[src/rtl/fetch_unit.sv]
// Instruction fetch: in-order imem word reads into a credit-limited prefetch FIFO that feeds the decoder.
// Latency: grant in N -> rvalid N+1 -> dec_enable N+2; a redirect restarts fetch at the target the next cycle.
// Backpressure: dec_ready=0 holds the head; imem_req drops once outstanding+buffered reaches FIFO_DEPTH.
module fetch_unit #(
    parameter logic [31:0] RESET_PC   = 32'h0000_0000,
    parameter int          FIFO_DEPTH = 4
) (
    input  logic        clk,
    input  logic        rst_n,
    output logic        imem_req,
    output logic [31:0] imem_addr,
    input  logic        imem_gnt,
    input  logic        imem_rvalid,
    input  logic [31:0] imem_rdata,
    output logic [31:0] dec_instr,
    output logic [31:0] dec_pc,
    output logic        dec_enable,
    input  logic        dec_ready,
    input  logic        redirect_valid,
    input  logic [31:0] redirect_target
);
    localparam int              CW      = $clog2(FIFO_DEPTH + 1);
    localparam int              PW      = $clog2(FIFO_DEPTH);
    localparam logic [31:0]     NOP     = 32'h0000_0013;
    localparam logic [CW:0]     DEPTH_C = FIFO_DEPTH[CW:0];
    localparam logic [CW-1:0]   FULL    = FIFO_DEPTH[CW-1:0];

    typedef struct packed {
        logic [31:0] pc;
        logic [31:0] instr;
    } entry_t;

    entry_t          fifo_mem [FIFO_DEPTH];
    logic [PW-1:0]   rd_ptr;
    logic [PW-1:0]   wr_ptr;
    logic [CW-1:0]   count;
    logic [CW-1:0]   outstanding;
    logic [CW-1:0]   drop;
    logic [31:0]     fetch_pc;
    logic [31:0]     resp_pc;
    logic [31:0]     target;
    logic            grant;
    logic            discard;
    logic            push;
    logic            pop;

    assign target    = redirect_target & ~32'h3;

    // Credit covers both in-flight and buffered words so a response always has a slot.
    assign imem_req  = rst_n && !redirect_valid &&
                       (({1'b0, outstanding} + {1'b0, count}) < DEPTH_C);
    assign imem_addr = fetch_pc;
    assign grant     = imem_req && imem_gnt;

    assign discard   = imem_rvalid && (drop != '0);
    assign push      = imem_rvalid && !discard && !redirect_valid;

    assign dec_enable = (count != '0);
    assign pop        = dec_enable && dec_ready && !redirect_valid;
    assign dec_instr  = dec_enable ? fifo_mem[rd_ptr].instr : NOP;
    assign dec_pc     = dec_enable ? fifo_mem[rd_ptr].pc    : resp_pc;

    always_ff @(posedge clk) begin
        if (!rst_n) begin
            fetch_pc    <= RESET_PC;
            resp_pc     <= RESET_PC;
            count       <= '0;
            outstanding <= '0;
            drop        <= '0;
            rd_ptr      <= '0;
            wr_ptr      <= '0;
        end else begin
            outstanding <= outstanding + CW'(grant) - CW'(imem_rvalid);
            if (redirect_valid) begin
                // Everything still in flight is stale, except a response landing right now.
                fetch_pc <= target;
                resp_pc  <= target;
                count    <= '0;
                rd_ptr   <= '0;
                wr_ptr   <= '0;
                drop     <= outstanding - CW'(imem_rvalid);
            end else begin
                if (grant) begin
                    fetch_pc <= fetch_pc + 32'd4;
                end
                if (discard) begin
                    drop <= drop - CW'(1);
                end
                if (push) begin
                    wr_ptr  <= wr_ptr + PW'(1);
                    resp_pc <= resp_pc + 32'd4;
                end
                if (pop) begin
                    rd_ptr <= rd_ptr + PW'(1);
                end
                count <= count + CW'(push) - CW'(pop);
            end
        end
    end

    always_ff @(posedge clk) begin
        if (rst_n && push) begin
            assert (count != FULL);
            fifo_mem[wr_ptr] <= '{pc: resp_pc, instr: imem_rdata};
        end
    end

endmodule

[config.mk]
export PLATFORM = sky130hd
export DESIGN_NAME = fetch_unit
export DESIGN_NICKNAME = d
export VERILOG_FILES = /design/src/rtl/fetch_unit.sv
export SDC_FILE = /design/constraint.sdc
export NUM_CORES = 1
export LEC_CHECK = 0
export CAP_MARGIN = 5
export CORE_ASPECT_RATIO = 1.2
export CORE_MARGIN = 8
export CORE_UTILIZATION = 40
export DETAILED_ROUTE_END_ITERATION = 10
export PLACE_DENSITY_LB_ADDON = 0.25
export SKIP_LAST_GASP = 1
export SYNTH_ARGS = -nofsm -noshare
export SYNTH_HDL_FRONTEND = slang
export SYNTH_SLANG_ARGS = --single-unit
[constraint.sdc]
create_clock -name clk -period 5.5 [get_ports clk]
set_clock_uncertainty 0.15 [all_clocks]
set_input_delay 0.55 -clock clk [delete_from_list [all_inputs] [get_ports clk]]
set_output_delay 0.55 -clock clk [all_outputs]
set_load 0.01 [all_outputs]
**Yosys cells after proc, flatten, opt, wreduce, memory -nomap -nowiden**

Memory sizes are Yosys's and may differ from the RTL's. A register that Yosys moved wholly into a read port is not among the register bits.
Index checks and enable logic that the tools add are counted.

- Register bits: 77
- RAM bits: 256
- Output and inout bits: 98
- Logic and storage cells: 52
- Bits of input ports: 70
- Memories: 1

Memories:

| memory | words | bits a word | read ports | clocked after memory_dff | wr ports | line | RTL |
|---|---|---|---|---|---|---|---|
| fifo_mem | 4 | 64 | 1 | 1 | 1 | 33 | `entry_t fifo_mem [FIFO_DEPTH];` |

- Muxes and demuxes: 12
- Magnitude comparators: 1
- Reductions and logical operators: 17
- Add/sub/neg operators: 11
- Bitwise gates (word level): 1

Operators by type and width:

| cell | number |
|---|---|
| two-way mux 32 bit | 6 |
| adder 32 x 3 -> 32 bit (second input constant) | 2 |
| logical AND 1 bit | 9 |
| subtractor 3 x 1 -> 3 bit | 3 |
| adder 3 x 1 -> 3 bit | 2 |
| two-way mux 3 bit | 2 |
| nonzero test 2 bit | 3 |
| nonzero test 3 bit | 2 |
| adder 2 x 1 -> 2 bit (second input constant) | 2 |
| adder 3 x 3 -> 4 bit | 1 |
| < comparator 4 x 3 -> 1 bit (second input constant) | 1 |
| two-way mux 2 bit | 2 |
| subtractor 3 x 1 -> 3 bit (second input constant) | 1 |
| zero test 1 bit | 2 |
| two-way mux 1 bit | 2 |
| OR reduction 2 bit | 1 |
| NOT 1 bit | 1 |

**Longest topological paths before layout**

- Depth in word-level cells: 8
- Depth in mapped cells: 13
- Depth with buffers taken out: 12

**Worst setup path after synthesis**

No wires, ideal clock.

- Kind: input-to-reg
- Start: in rst_n
- End: mem fifo_mem[0][0] (netlist bit), enable pin
- Stages: 4
- Data required time: 4.923 ns
- Path slack: 2.220 ns
- Data arrival time: 2.703 ns
- Cells stage by stage: clkbuf_1 -> clkinv_1 -> nor2_1 -> and3_1

- Word-level cells in the longest chain between the ends: 3

Ends and longest elaborated chain:

| element | line | RTL |
|---|---|---|
| start: declaration | 9 | `input logic rst_n,` |
| logical AND 1 bit | 102 | `if (rst_n && push) begin` |
| two-way mux 1 bit | 102 |  |
| two-way mux 1 bit (implied by the code) | 104 | `fifo_mem[wr_ptr] <= '{pc: resp_pc, instr: imem_rdata};` |
| end: declaration | 33 |  |

No other way between the ends.

==> metrics.yaml <==
fin_cells: 1558
synth_area_um2: 13630
clk_latency_ns: 0.51
grt_pass1_wl_mm: 49.16
cap_violations: 0
cp_top_family: "buffers and inverters"
crit_path_end_kind: "output pin"
p_leak_nw: 5.407
netlist_instances: 908
p_clk_share_pct: 41.1
wl_met3_mm: 1.901
cp.depth: 4
gp_congestion: 0.8816
gr-usage-all-layers_pct: 15.71
io_buffer_count: 161
clkSinkCount: 323
dpl.cell_count: 1497
switching_share_pct: 22.29
cts_buffer_depth: 3
yosysTopAreaCell: "edfxtp_1"
routed-wl-met2_mm: 15.09
hpwlAfterDp_mm: 20.07
grt_pass1_vias: 8571
slew_viol_final: 0
post_cts_resized: 0
reg2regPathDepth: 13
crit_buf_inv: 2
dieArea_um2: 40260
worstMarginPinSlew_ns: 1.052
drive_gt1_share_pct: 16.52
fp.dieW_um: 184.5
grt_max_degree: 72
start_kind: "register"
layout_min_cycle_time_ns: 3.829
ys_warn_count: 0
max_freq_mhz: 261.2
fillers: 2904
numCtsBuffers: 34
finalSetupTns_ns: 0
status: "finished, final reports clean"
first_pass_iters: 4
vdd_drop_max_mv: 0.1765
core-area_um2: 33790
layout_common_cells: "edfxtp_1 (248), clkdlybuf4s50_1 (161), dfxtp_1 (73), mux4_2 (62), nand2_1 (49)"
clockRootBuffer: "clkbuf_16"
finalSetupViolCount: 0
async_reset_ff_share_pct: 0
yosys.area.top_type_share_pct: 54.65
timing.final.crit_share_pct: 69.61
wl_per_cell_um: 20.16
antenna_cells: 0
clkTransAtPathRegs_ns: 0.06
combPwrFrac_pct: 8.7
highest_layer: "met4"
synth-main-ff-cell: "edfxtp_1"
post_cts_buffers: 0
totalWireLength_mm: 31.41
power_density_nw_per_um2: 327.7
worstSetupPathType: "register to output pin"
ctsHtreeMaxLevel: 2
switchingPower_w: 0.001232
mostFrequentLayoutCell: "edfxtp_1"
timing.critical_path.required_ns: 4.80
viasPerCell: 5.263
synth-seq-cells: 323
cp_slowest_cell: "dfxtp_4"
postLayoutCellArea_um2: 16860
syn_avg_cell_area_um2: 15.01
relSlewSlack_pct: 29.23
rows: 74
start_util_pct: 40.33
cp_max_fo: 31
syn2layout_area_growth_pct: 23.75
gr-total-overflow: 0
p_int_w: 0.004294
crit_chain: "buf_4 > mux4_2 > mux2_2 > clkdlybuf4s50_1"
critical_path.max_stage_delay_ns: 0.77
critPathArrivalTime_ns: 3.13
dpl_cell_area_um2: 15750
hold_violations: 0
pwr-share-seq_pct: 50.3
yosysUniqueCellTypes: 60
min-delay-path-class: "register to register"
hold_buffers: 0
met1_length_mm: 13.74
nNetsFinal: 1165
rsz0062_at_grt: "no"
post-route-drc-count: 0
synth-edff-count: 248
die_h_um: 218.2
seq_area_frac_synth_pct: 65.66
drtAntennaViolNets: 0
synth.area.top_cells: "edfxtp_1 (55%), dfxtp_1 (11%), mux4_2 (10%)"
drt_iter0_drc: 510
pin_count: 168
antenna_found_initial: 0
cts_tree: "yes"
vias: 8200
min_path_cells: 2
[power groups by stage]
stage / Clock, W / Combinational [W] / Sequential, W
finish: 0.00227 / 0.000479 / 0.00278
global route: 0.00243 / 0.000525 / 0.00279
CTS: 0.00234 / 0.000488 / 0.00278
detailed placement: 0 / 0.000485 / 0.00283
global placement: 0 / 0.000480 / 0.00283
floorplan: 0 / 0.000251 / 0.00281
[synthesized netlist by cell type (all sizes together) (15+ instances only)]
cell,count
nand4,25
nand2,49
o21ai,36
xor2,20
a21oi,36
mux2,32
clkbuf,32
mux4,62
xnor2,27
inv,25
dfxtp,75
nor2,33
edfxtp,248
buf,16
nand3,41
ha,16
nor2b,30
nor3,15
[layer usage]
layer  global-route usage (%)  vias up
met5                        0        -
met4                    4.550        0
li1                         -     3834
met2                    26.33      253
met3                    3.439       46
met1                    20.21     4067
[registers in the layout (all words and copies together) (netlist names), named ones only]
name	count
imem_addr	30
resp_pc	30
wr_ptr	2
outstanding	3
rd_ptr	2
fifo_mem	248
drop	3
count	3
[cells by family after synthesis]
kind of cell | Yosys count | synth area share [%]
xor gates and xnor gates | 47 | 3.021
muxes | 97 | 13.11
buffers and inverters | 75 | 2.295
DFF | 323 | 65.66
AOI/OAI and AO/OA | 104 | 4.554
adders and majority gates | 18 | 1.763
and+or+nand+nor | 243 | 9.567
other | 1 | 0.02752
[per-stage QoR]
| stage | power [W] | hold slack [ns] | utilization, % | worst slack [ns] |
|---|---|---|---|---|
| 3_5_place_dp | 0.003313 | 0.3516 | 46.61 | 1.281 |
| 3_3_place_gp | 0.003307 | 0.3406 | 46.61 | 1.350 |
| 5_1_grt | 0.005743 | 0.3940 | 49.90 | 1.437 |
| 6_report | 0.005526 | 0.3587 | 49.90 | 1.672 |
| 2_1_floorplan | 0.003059 | 0.3192 | - | 2.220 |
| 4_1_cts | 0.005609 | 0.3611 | 49.90 | 1.530 |
[area by class of cell]
cell class                      count  area (µm²)  share of cell area [%]
Sequential cell                   323        8954                   53.09
Multi-Input combinational cell    513        4388                   26.02
Timing Repair Buffer              178        1739                   10.31
Clock buffer                       41       928.4                   5.505
Tap cell                          456       570.5                   3.383
Clock inverter                     20       183.9                   1.091
Inverter                           27       101.3                  0.6009
[tightest hold or removal path, delay by kind of cell (launching register included)]
kind / cells / cell delay [ns]
flops: 1 / 0.34
simple gates: 1 / 0.07
compound gates: 1 / 0.06
[path summary, 6_finish.rpt]
path	start	to	slack [ns]
max reg2reg	outstanding[2]$_SDFF_PN0_	outstanding[2]$_SDFF_PN0_	2.24
min reg2reg	wr_ptr[1]$_SDFFE_PP0P_	wr_ptr[1]$_SDFFE_PP0P_	0.36
max	register	dec_pc[2]	1.67
min	wr_ptr[1]$_SDFFE_PP0P_	wr_ptr[1]$_SDFFE_PP0P_	0.36
Power figures use the tool's default switching activity.
